===== config.mk =====
export PLATFORM = sky130hd
export DESIGN_NAME = hazard_fwd_ctrl
export DESIGN_NICKNAME = d
export VERILOG_FILES = /design/src/rtl/hazard_fwd_ctrl_pkg.sv /design/src/rtl/hazard_fwd_ctrl_match.sv /design/src/rtl/hazard_fwd_ctrl.sv
export SDC_FILE = /design/constraint.sdc
export NUM_CORES = 1
export LEC_CHECK = 0
export BUFFER_PORTS_ARGS = -buffer_cell sky130_fd_sc_hd__buf_2
export CAP_MARGIN = 20
export CELL_PAD_IN_SITES_DETAIL_PLACEMENT = 1
export CELL_PAD_IN_SITES_GLOBAL_PLACEMENT = 1
export CORE_MARGIN = 3
export CORE_UTILIZATION = 35
export CTS_BUF_LIST = sky130_fd_sc_hd__clkbuf_4 sky130_fd_sc_hd__clkbuf_8
export DETAILED_ROUTE_END_ITERATION = 10
export PLACE_DENSITY_LB_ADDON = 0.1
export SLEW_MARGIN = 20
export SYNTH_ARGS = -nofsm -noshare
export SYNTH_HDL_FRONTEND = slang
export SYNTH_HIERARCHICAL = 1
export SYNTH_SLANG_ARGS = --single-unit

===== constraint.sdc =====
create_clock -name clk -period 5.8 [get_ports clk]
set_input_delay 0.29 -clock clk [delete_from_list [all_inputs] [get_ports clk]]
set_output_delay 0.29 -clock clk [all_outputs]
set_load 0.005 [all_outputs]

===== src/rtl/hazard_fwd_ctrl_pkg.sv =====
// Shared types and helpers for the hazard/forwarding controller.
// Optional mult/div stall input is enabled by HAZARD_MD_STALL_EN in the top.
package hazard_fwd_ctrl_pkg;

  localparam int PIPE_ADDR_W = 5;
  localparam int PIPE_T_W    = 2;

  typedef enum logic [1:0] {
    FSEL_REG = 2'd0,
    FSEL_E   = 2'd1,
    FSEL_M   = 2'd2,
    FSEL_W   = 2'd3
  } fwd_sel_t;

  localparam logic [PIPE_T_W-1:0] TUSE_NEVER = 2'd3;

  typedef struct packed {
    logic [PIPE_ADDR_W-1:0] dst;
    logic [PIPE_T_W-1:0]    tnew;
    logic [PIPE_ADDR_W-1:0] rs;
    logic [PIPE_ADDR_W-1:0] rt;
  } pipe_entry_t;

  function automatic logic [PIPE_T_W-1:0] sat_dec(input logic [PIPE_T_W-1:0] x);
    if (x == {PIPE_T_W{1'b0}}) begin
      return {PIPE_T_W{1'b0}};
    end else begin
      return x - {{(PIPE_T_W-1){1'b0}}, 1'b1};
    end
  endfunction

endpackage


===== src/rtl/hazard_fwd_ctrl_match.sv =====
// Compares one source register/tuse against one in-flight producer.
// Caller passes the producer's effective tnew as seen from the consumer.
module hazard_match
  import hazard_fwd_ctrl_pkg::*;
#(
  parameter int ADDR_W = PIPE_ADDR_W,
  parameter int T_W    = PIPE_T_W
) (
  input  logic [ADDR_W-1:0] src,
  input  logic [T_W-1:0]    tuse,
  input  logic [ADDR_W-1:0] dst,
  input  logic [T_W-1:0]    tnew,
  output logic              match,
  output logic              ready,
  output logic              stall_req
);

  // $0 is never a real dependency
  always_comb begin
    match     = (src != {ADDR_W{1'b0}}) && (dst == src);
    ready     = match && (tnew == {T_W{1'b0}});
    stall_req = match && (tnew > tuse);
  end

endmodule


===== src/rtl/hazard_fwd_ctrl.sv =====
// Hazard detection and forwarding-select generation for the 5-stage pipeline.
// Define HAZARD_MD_STALL_EN to add the mult/div busy stall inputs.
module hazard_fwd_ctrl
  import hazard_fwd_ctrl_pkg::*;
#(
  parameter int ADDR_W = PIPE_ADDR_W,
  parameter int T_W    = PIPE_T_W
) (
  input  logic              clk,
  input  logic              reset,
`ifdef HAZARD_MD_STALL_EN
  input  logic              md_busy,
  input  logic              d_md_op,
`endif
  input  logic [ADDR_W-1:0] d_rs,
  input  logic [ADDR_W-1:0] d_rt,
  input  logic [T_W-1:0]    d_rs_tuse,
  input  logic [T_W-1:0]    d_rt_tuse,
  input  logic [ADDR_W-1:0] d_dst,
  input  logic [T_W-1:0]    d_tnew,
  output logic              stall,
  output logic [1:0]        d_rs_fsel,
  output logic [1:0]        d_rt_fsel,
  output logic [1:0]        e_rs_fsel,
  output logic [1:0]        e_rt_fsel,
  output logic              m_rt_fsel
);

  localparam int N_CMP   = 9;
  localparam int C_DRS_E = 0;
  localparam int C_DRS_M = 1;
  localparam int C_DRT_E = 2;
  localparam int C_DRT_M = 3;
  localparam int C_ERS_M = 4;
  localparam int C_ERS_W = 5;
  localparam int C_ERT_M = 6;
  localparam int C_ERT_W = 7;
  localparam int C_MRT_W = 8;

  // M only keeps what its consumers read (dst, tnew, store-data rt); W only its dst
  pipe_entry_t       e_q, e_d;
  logic [ADDR_W-1:0] m_dst_q, m_dst_d;
  logic [T_W-1:0]    m_tnew_q, m_tnew_d;
  logic [ADDR_W-1:0] m_rt_q, m_rt_d;
  logic [ADDR_W-1:0] w_dst_q, w_dst_d;
  logic [T_W-1:0]    m_tnew_eff;

  logic [ADDR_W-1:0] cmp_src  [N_CMP];
  logic [T_W-1:0]    cmp_tuse [N_CMP];
  logic [ADDR_W-1:0] cmp_dst  [N_CMP];
  logic [T_W-1:0]    cmp_tnew [N_CMP];
  logic [N_CMP-1:0]  hit, rdy, req;

  // Route each source/producer pair; non-D consumers never stall, W is always complete
  always_comb begin
    m_tnew_eff = sat_dec(m_tnew_q);
    cmp_src[C_DRS_E] = d_rs;    cmp_tuse[C_DRS_E] = d_rs_tuse;  cmp_dst[C_DRS_E] = e_q.dst;  cmp_tnew[C_DRS_E] = e_q.tnew;
    cmp_src[C_DRS_M] = d_rs;    cmp_tuse[C_DRS_M] = d_rs_tuse;  cmp_dst[C_DRS_M] = m_dst_q;  cmp_tnew[C_DRS_M] = m_tnew_eff;
    cmp_src[C_DRT_E] = d_rt;    cmp_tuse[C_DRT_E] = d_rt_tuse;  cmp_dst[C_DRT_E] = e_q.dst;  cmp_tnew[C_DRT_E] = e_q.tnew;
    cmp_src[C_DRT_M] = d_rt;    cmp_tuse[C_DRT_M] = d_rt_tuse;  cmp_dst[C_DRT_M] = m_dst_q;  cmp_tnew[C_DRT_M] = m_tnew_eff;
    cmp_src[C_ERS_M] = e_q.rs;  cmp_tuse[C_ERS_M] = TUSE_NEVER; cmp_dst[C_ERS_M] = m_dst_q;  cmp_tnew[C_ERS_M] = m_tnew_eff;
    cmp_src[C_ERS_W] = e_q.rs;  cmp_tuse[C_ERS_W] = TUSE_NEVER; cmp_dst[C_ERS_W] = w_dst_q;  cmp_tnew[C_ERS_W] = {T_W{1'b0}};
    cmp_src[C_ERT_M] = e_q.rt;  cmp_tuse[C_ERT_M] = TUSE_NEVER; cmp_dst[C_ERT_M] = m_dst_q;  cmp_tnew[C_ERT_M] = m_tnew_eff;
    cmp_src[C_ERT_W] = e_q.rt;  cmp_tuse[C_ERT_W] = TUSE_NEVER; cmp_dst[C_ERT_W] = w_dst_q;  cmp_tnew[C_ERT_W] = {T_W{1'b0}};
    cmp_src[C_MRT_W] = m_rt_q;  cmp_tuse[C_MRT_W] = TUSE_NEVER; cmp_dst[C_MRT_W] = w_dst_q;  cmp_tnew[C_MRT_W] = {T_W{1'b0}};
  end

  for (genvar gi = 0; gi < N_CMP; gi++) begin : g_match
    hazard_match #(
      .ADDR_W (ADDR_W),
      .T_W    (T_W)
    ) u_match (
      .src       (cmp_src[gi]),
      .tuse      (cmp_tuse[gi]),
      .dst       (cmp_dst[gi]),
      .tnew      (cmp_tnew[gi]),
      .match     (hit[gi]),
      .ready     (rdy[gi]),
      .stall_req (req[gi])
    );
  end

  // Stall and forwarding selects; youngest ready producer wins
  always_comb begin
    stall = |req;
`ifdef HAZARD_MD_STALL_EN
    stall = stall | (md_busy & d_md_op);
`endif

    if (hit[C_DRS_E] && rdy[C_DRS_E]) begin
      d_rs_fsel = FSEL_E;
    end else if (hit[C_DRS_M] && rdy[C_DRS_M]) begin
      d_rs_fsel = FSEL_M;
    end else begin
      d_rs_fsel = FSEL_REG;
    end

    if (hit[C_DRT_E] && rdy[C_DRT_E]) begin
      d_rt_fsel = FSEL_E;
    end else if (hit[C_DRT_M] && rdy[C_DRT_M]) begin
      d_rt_fsel = FSEL_M;
    end else begin
      d_rt_fsel = FSEL_REG;
    end

    if (hit[C_ERS_M] && rdy[C_ERS_M]) begin
      e_rs_fsel = FSEL_M;
    end else if (hit[C_ERS_W] && rdy[C_ERS_W]) begin
      e_rs_fsel = FSEL_W;
    end else begin
      e_rs_fsel = FSEL_REG;
    end

    if (hit[C_ERT_M] && rdy[C_ERT_M]) begin
      e_rt_fsel = FSEL_M;
    end else if (hit[C_ERT_W] && rdy[C_ERT_W]) begin
      e_rt_fsel = FSEL_W;
    end else begin
      e_rt_fsel = FSEL_REG;
    end

    if (hit[C_MRT_W] && rdy[C_MRT_W]) begin
      m_rt_fsel = 1'b1;
    end else begin
      m_rt_fsel = 1'b0;
    end
  end

  // Pipeline advance: age tnew each stage, bubble into E while stalled
  always_comb begin
    w_dst_d  = m_dst_q;
    m_dst_d  = e_q.dst;
    m_tnew_d = sat_dec(e_q.tnew);
    m_rt_d   = e_q.rt;
    if (stall) begin
      e_d = '0;
    end else begin
      e_d = {d_dst, d_tnew, d_rs, d_rt};
    end
  end

  // Tracking state registers
  always_ff @(posedge clk or posedge reset) begin
    if (reset) begin
      e_q      <= '0;
      m_dst_q  <= {ADDR_W{1'b0}};
      m_tnew_q <= {T_W{1'b0}};
      m_rt_q   <= {ADDR_W{1'b0}};
      w_dst_q  <= {ADDR_W{1'b0}};
    end else begin
      e_q      <= e_d;
      m_dst_q  <= m_dst_d;
      m_tnew_q <= m_tnew_d;
      m_rt_q   <= m_rt_d;
      w_dst_q  <= w_dst_d;
    end
  end

endmodule


### Word level (Yosys, flattened, before mapping)

Cells that the tools add are included.

* $add $sub $neg: 2
* $mul: 0
* divide/modulo/power cells: 0
* magnitude comparators: 5
* equality and inequality tests: 9
* shift operators: 0
* multiplexer cells: 12
* bitwise gates (word level): 0
* reduce and logical (&&, ||, !) cells: 36

Operators by type and width (count)
* == test 5 bit: 9
* logical AND 1 bit: 27
* nonzero test 5 bit: 5
* two-way mux 2 bit: 10
* two-way mux 17 bit: 1
* greater-than comparator 2 bit: 4
* logical NOT 2 bit: 3
* OR reduction 6 bit: 1
* subtractor 2 x 1 -> 2 bit (second input constant): 2
* greater-than comparator 2 bit (second input constant): 1
* two-way mux 1 bit: 1

* flip-flop bits (word level): 34
* bits in latches: 0
* RAM bits: 0
* ROM bits: 0
* input port bits: 23
* output and inout bits: 10
* word-level logic and storage cells: 72
* memories: 0

### Logic depth before layout (Yosys ltp)

Gate-level depths: netlist of run 1.

* depth in word-level cells: 7
* gate-level depth with buffers: 10
* mapped depth without buffers: 8

### By module

Netlist of run 1, hierarchy kept.

By module, submodules not included
* hazard_fwd_ctrl: instances 1, cells an instance 101, area each 1244.9 um2, seq. area each 850.8 um2
* hazard_match: instances 9, cells an instance 18, area each 128.9 um2, seq. area each 0.0 um2

### Least setup slack after synthesis of run 1

No wires, ideal clock.

* kind: register to output
* from: register e_q (netlist bit cmp_src[15])
* to: output port stall
* data arrival time: 2.300 ns
* required time: 5.510 ns
* slack: 3.210 ns
* stages on the path, launching flop included: 7
* path buffers: 1
* cells stage by stage: dfrtp_1 -> or4_1 -> a21oi_2 -> a2111oi_1 -> or4_4 -> buf_6 -> or4_4

* longest elaborated chain between the ends: 4
* elaborated cells between the ends (all ways): 5
* classes of those cells: eq/ne: 1; reduce/logical: 4

RTL lines
* start: declaration: line hazard_fwd_ctrl.sv:41 `pipe_entry_t e_q, e_d;`
* start signal: assignment: line hazard_fwd_ctrl.sv:145 `e_q <= '0;`
* start signal: assignment: line hazard_fwd_ctrl.sv:151 `e_q <= e_d;`
* == test 5 bit / nonzero test 5 bit (equally long branches): line hazard_fwd_ctrl_match.sv:20 `match = (src != {ADDR_W{1'b0}}) && (dst == src);`
* logical AND 1 bit (*): line hazard_fwd_ctrl_match.sv:20
* logical AND 1 bit (*): line hazard_fwd_ctrl_match.sv:22 `stall_req = match && (tnew > tuse);`
* net req[4]: line hazard_fwd_ctrl.sv:52 `logic [N_CMP-1:0] hit, rdy, req;`
* OR reduction 6 bit (*): line hazard_fwd_ctrl.sv:85 `stall = |req;`
* end: declaration: line hazard_fwd_ctrl.sv:21 `output logic stall,`

Mark *: on every way through the listed nets, which the timed path passes. The rest lies on a longest branch.

==> results.md, run 1 <==
* Status: finished, violations left
* Failing checks: max-slew violations
* Power, Total at 769 µW
* Pre-CTS WS at 2920 ps
* Routed vias at 1991
* Max Clk Rate at 0.314 GHz
* H-tree depth at 2
* Final WS setup at 2620 ps
* Site row count at 29
* Core Area at 6490 µm²
* Worst reg2reg setup slack at 3420 ps
* Vias/cell at 5.05
* Crit-path max cell delay at 670 ps
* Yosys cell types at 22
* IO buf count at 32
* Final Hold Viols at 0
* Routed Antenna Nets at 0
* Slew headroom at -0.711
* Flops & latches, synth at 34
* CTS tree: built
* Leading cell type in the layout, fill and taps excluded: xnor2_1
* Slowest cell on crit path: or4_4
* Fin Setup TNS at 0 ps
* Total setup buffers inserted after CTS at 0
* Post-Syn Instances at 263
* Largest net degree at the start of global routing at 35
* Final period utilization at 0.548
* RSZ-0062 raised after global routing: false
* Share of cells above drive strength 1 at 0.170
* Total of max-cap violations at 0
* Setup violations, final at 0
* Sequential group share of total power at 0.433
* Final Max Tran Viols at 19
* Net switching power at 259 µW
* Hold Path Class: in -> async
* WL/cell at 14.5 µm
* Clock sink count at 34
* Required time worst endpoint at 5510 ps
* Clock transition at path regs at 70 ps
* Detailed Place HPWL at 4500 µm
* Pwr dens at 273 nW/µm²
* Top delay family on crit path: simple AND/OR/NAND/NOR gates
* DR pass1 iterations at 3
* Drc violations at 0
* Root Buffer: clkbuf_8
* Die ar. at 7900 µm²
* Die Ht at 88.9 µm
* Commonest cells after routing, fill and taps aside: 36 x xnor2_1, 34 x dfrtp_1, 32 x buf_2
* Routability cong. at 0.773
* Combinational Power Share at 0.277
* Hold-fix buffers, CTS at 0
* Global route overflow at 0
* Critical Setup Path Class: reg -> out
* Leak at 1.32 nW
* First DRT Iteration DRCs at 66
* Hold WS at 75.4 ps
* First-pass GRT wire length at 9420 µm
* CTS resizes at 0
* Clock power frac at 0.290
* N_diodes at 0
* Final #Nets at 357
* GRT Total Usage at 0.159
* Num CTS Buffers at 5
* Initial antenna violation count at 0
* Clock Tree Buf Depth at 2
* Clock Skews at 1.78 ps
* Min Tclk post-route at 3180 ps
* Initial Util at 0.370
* Post-Route WL at 5710 µm
* CP Launch Type: flip-flop
* Syn Area/Cell at 9.14 µm²
* Internal at 510 µW
* Critical Path Sink Type: primary output
* Vias in the first global route at 1962
* Bufs and invs on worst path at 2
* Worst path arrival time at 2890 ps
* I/O Pins at 33
* Layout area overhead at 17.0%
* Clock Latency Late Sink at 290 ps
* Max VDD drop at 0.146 mV
* Worst-Margin Slew at 2560 ps
* YS warnings at 6
* Die width at 88.9 µm
* Sw frac at 0.337
* CP most frequent cell: or4_4
* Crit-path max FO at 18
* Sequential-to-total area share from yosys stat at 0.354
* Mapped cell area at 2400 µm²
* CP Cell Sequence: nor2b_1, inv_1, ha_1, a2111oi_1, or4_4, or4_4, buf_2
==> synth_stat cells <==
cell	number	area (µm²)
clkbuf_1	4	15.0
ha_1	18	225
nand4_1	9	56.3
nand2_1	8	30.0
nor2_1	20	75.1
or4_1	9	67.6
conb_1	2	7.51
or2_2	2	12.5
nor4_1	26	163
a21oi_2	9	78.8
clkbuf_8	1	13.8
inv_1	28	105
xnor2_1	36	315
and2_1	14	87.6
buf_6	1	11.3
a2111oi_1	9	90.1
nor2b_1	2	12.5
dfrtp_1	34	851
or4_4	2	22.5
a21oi_1	11	55.1
nand2b_1	17	106
buf_1	1	3.75
==> through the flow <==
| step | area, µm² | util | instances |
|---|---|---|---|
| floorplan | 2480 | - | 283 |
| global placement | 2700 | 0.416 | 386 |
| detailed placement | 2700 | 0.416 | 386 |
| CTS | 2810 | 0.433 | 394 |
| global route | 2810 | 0.433 | 394 |
| finish | 2810 | 0.433 | 394 |
==> logic make-up (layout without fill, tap and decap cells) <==
logic type	Yosys count	count (layout)	share of synthesized area
and+or+nand+nor	109	109	0.263
xor gates and xnor gates	36	36	0.131
buffers and inverters	35	69	0.0619
DFF	34	34	0.354
AOI/OAI and AO/OA	29	29	0.0931
adders and majority gates	18	18	0.0937
other	2	22	0.00312
==> sequential cells by signal, summed over array words and instances (netlist names) <==
name and count:
m_dst_q 5, cmp_tnew 2, w_dst_q 5, m_dst_d 5
m_tnew_q 2, cmp_src 5, m_rt_q 5, m_rt_d 5
==> final timing paths <==
kind / startpoint / to / cells after the start
min in group clk: d_tnew[0] / cmp_tnew[12] / 3
setup reg to reg: m_tnew_q[0] / m_dst_d[2] / 6
max in group asynchronous: reset / w_dst_q[2] / 3
setup / recovery: m_tnew_q[0] / stall / 7
hold reg to reg: m_rt_d[4] / m_rt_q[4] / 0
hold / removal: reset / m_dst_d[2] / 3
==> power by group through the flow <==
stage               clock network (mW)  registers [mW]  logic (mW)
finish                           0.223           0.333       0.213
global route                     0.238           0.342       0.242
CTS                              0.226           0.335       0.215
detailed placement                   0           0.339       0.213
global placement                     0           0.337       0.209
floorplan                            0           0.320       0.172
==> cell type report <==
type | instances | area, µm²
clock buffers | 5 | 68.8
well taps | 77 | 96.3
flip-flops and latches | 34 | 851
repair buffers | 33 | 168
multi-input cells | 214 | 1480
inverters | 28 | 105
fillers | 790 | 3680
clock inverters | 3 | 45.0
==> per-layer routing <==
| metal | vias up | wire (µm) | global-route usage |
|---|---|---|---|
| met5 | - | 0 | 0 |
| met4 | 0 | 68 | 0.0412 |
| met3 | 8 | 160 | 0.0332 |
| met2 | 29 | 2980 | 0.286 |
| met1 | 950 | 2510 | 0.192 |
| li1 | 1004 | - | - |
==> worst reg2reg max path, cell delays in order, from the launching register on <==
cell and delay (ps):
dfrtp_1 370, nor2b_1 450, inv_1 100, ha_1 290
a2111oi_1 70, or4_4 670, nor4_1 330
Power figures use the tool's default switching activity.
==> inputs of run 2 (changes only) <==
clock period = 2.9 ns   (was 5.8 ns; I/O delays follow)
==> results.md, run 2 (synthesis results as in run 1) <==
* Leak at 1.37 nW (+4.1%)
* Power, Total at 1.54 mW (+100%)
* Global route overflow at 0 (unchanged)
* Required time worst endpoint at 2760 ps (-2750 ps)
* Crit-path max FO at 3 (-15)
* First DRT Iteration DRCs at 49 (-26%)
* Worst path arrival time at 2670 ps (-220 ps)
* Routed Antenna Nets at 0 (unchanged)
* Post-Route WL at 5850 µm (+2.4%)
* Root Buffer: clkbuf_8
* Status: finished, violations left
* Final WS setup at 80.5 ps (-2540 ps)
* Clock sink count at 34 (unchanged)
* Hold Path Class: in -> reg
* Clock transition at path regs at 70 ps (about the same)
* Routed vias at 2025 (+1.7%)
* FF-to-FF Start: cmp_src[15]
* Layout area overhead at 20.5%
* CTS tree: built
* Slew headroom at -0.802 (-0.0906)
* Share of cells above drive strength 1 at 0.206 (+0.0352)
* CP Launch Point: cmp_src[15]
* Post-route insts no fill at 403 (+2.3%)
* Die ar. at 7900 µm² (unchanged)
* Drc violations at 0 (unchanged)
* Critical Setup Path Class: reg -> out
* CP Cell Sequence: or4_1, a21oi_2, a2111oi_1, or4_4, or4_4, buf_2
* H-tree depth at 2 (unchanged)
* Max Clk Rate at 0.355 GHz
* I/O Pins at 33 (unchanged)
* Max VDD drop at 0.360 mV (+150%)
* Routability cong. at 0.777 (+0.57%)
* Final Hold Viols at 0 (unchanged)
* Final period utilization at 0.972
* Total of max-cap violations at 0 (unchanged)
* Worst-Margin Slew at 2700 ps (+136 ps)
* R2R cell count at 6 (unchanged)
* Worst setup path endpoint: stall
* Num CTS Buffers at 5 (unchanged)
* First-pass GRT wire length at 9430 µm (about the same)
* IO buf count at 32 (unchanged)
* Clock Skews at 7.81 ps (+6.03 ps)
* Pwr dens at 531 nW/µm² (+94%)
* Leading cell type in the layout, fill and taps excluded: xnor2_1
* Worst reg2reg setup slack at 510 ps (-2910 ps)
* WL/cell at 14.5 µm (+0.13%)
* N_diodes at 0 (unchanged)
* Failing checks: max-slew violations
* CP most frequent cell: or4_4
* GRT Total Usage at 0.158 (-0.000517)
* Commonest cells after routing, fill and taps aside: 36 x xnor2_1, 32 x dfrtp_1, 32 x buf_2
* Slowest cell on crit path: or4_1
* Die width at 88.9 µm (unchanged)
* Crit-path max cell delay at 550 ps (-120 ps)
* Vias/cell at 5.02 (-0.56%)
* Final Max Tran Viols at 19 (unchanged)
* CP Launch Type: flip-flop
* Core Area at 6490 µm² (unchanged)
* Site row count at 29 (unchanged)
* Reg2Reg Capture Point: m_rt_d[2]
* Final #Nets at 366 (+2.5%)
* Largest net degree at the start of global routing at 19 (-46%)
* Die Ht at 88.9 µm (unchanged)
* Min Tclk post-route at 2820 ps
* Placed Instances at 388 (+0.52%)
* Top delay family on crit path: simple AND/OR/NAND/NOR gates
* Initial antenna violation count at 0 (unchanged)
* Clock Latency Late Sink at 290 ps (about the same)
* Vias in the first global route at 1965 (+0.15%)
* Clock Tree Buf Depth at 2 (unchanged)
* Bufs and invs on worst path at 1 (-1)
* CP Depth at 6 (-1)
* Pre-CTS WS at 301 ps (-2620 ps)
* DR pass1 iterations at 3 (unchanged)
* Setup violations, final at 0 (unchanged)
* Initial Util at 0.370 (unchanged)
* Detailed Place HPWL at 4540 µm (+0.69%)
* Critical Path Sink Type: primary output
==> run 2: cell count changes in the layout (fill, tap and decap cells not counted), sizes merged <==
cell,delta
clkbuf,+3
dlygate4sd3,+1
bufinv,-1
clkinvlp,-2
buf,+8
==> run 2: worst min path at each step <==
stage	from	end	cells past startpoint
floorplan	d_rs[0]	cmp_src[15]	2
global placement	reset	m_dst_d[1]	2
detailed placement	reset	m_dst_d[1]	2
CTS	d_tnew[1]	cmp_tnew[13]	3
global route	d_tnew[1]	cmp_tnew[13]	3
finish	d_dst[2]	m_dst_d[2]	3
==> run 2: stage by stage <==
step           TNS, ps  hold slack, ps   util  area, µm²
3_3_place_gp         0             275  0.418       2720
5_1_grt          -14.5            77.3  0.446       2900
4_1_cts              0            71.7  0.437       2840
3_5_place_dp         0             281  0.418       2720
2_1_floorplan        0             273      -       2480
6_report             0            78.1  0.446       2900
==> run 2: per-layer routing <==
layer | global-route usage | wire (µm) | part of all wire
met3 | 0.0276 | 134 | 0.023
met2 | 0.284 | 3060 | 0.52
met1 | 0.194 | 2550 | 0.44
met4 | 0.0453 | 106 | 0.018
met5 | 0 | 0 | 0
==> run 2: repair_timing <==
action | CTS | global route
pin swaps | 0 | 2
setup endpoints to repair | 1 | 1
hold endpoints to repair | 17 | 0
hold buffers | 1 | 0
gates resized for setup | 1 | 5
setup buffers | 0 | 6
==> run 2: layout make-up <==
type / instances / area (µm²)
well taps: 77 / 96.3
fillers: 776 / 3600
multi-input cells: 214 / 1500
clock buffers: 8 / 110
flip-flops and latches: 34 / 853
repair buffers: 42 / 238
inverters: 28 / 105
==> run 2: worst register-to-register path, stage by stage (launching register included) <==
cell and delay [ps]:
dfrtp_1 400, or4_1 550, a21oi_2 180, a2111oi_1 70
or4_4 540, buf_4 210, nor4_1 310
==> run 2: report_power, final <==
| part | switching [mW] | total, mW | leakage [nW] | internal, mW |
|---|---|---|---|---|
| registers | 0.105 | 0.661 | 0.403 | 0.555 |
| logic | 0.234 | 0.469 | 0.910 | 0.235 |
| clock network | 0.169 | 0.409 | 0.0575 | 0.240 |
| total | 0.509 | 1.54 | 1.37 | 1.03 |
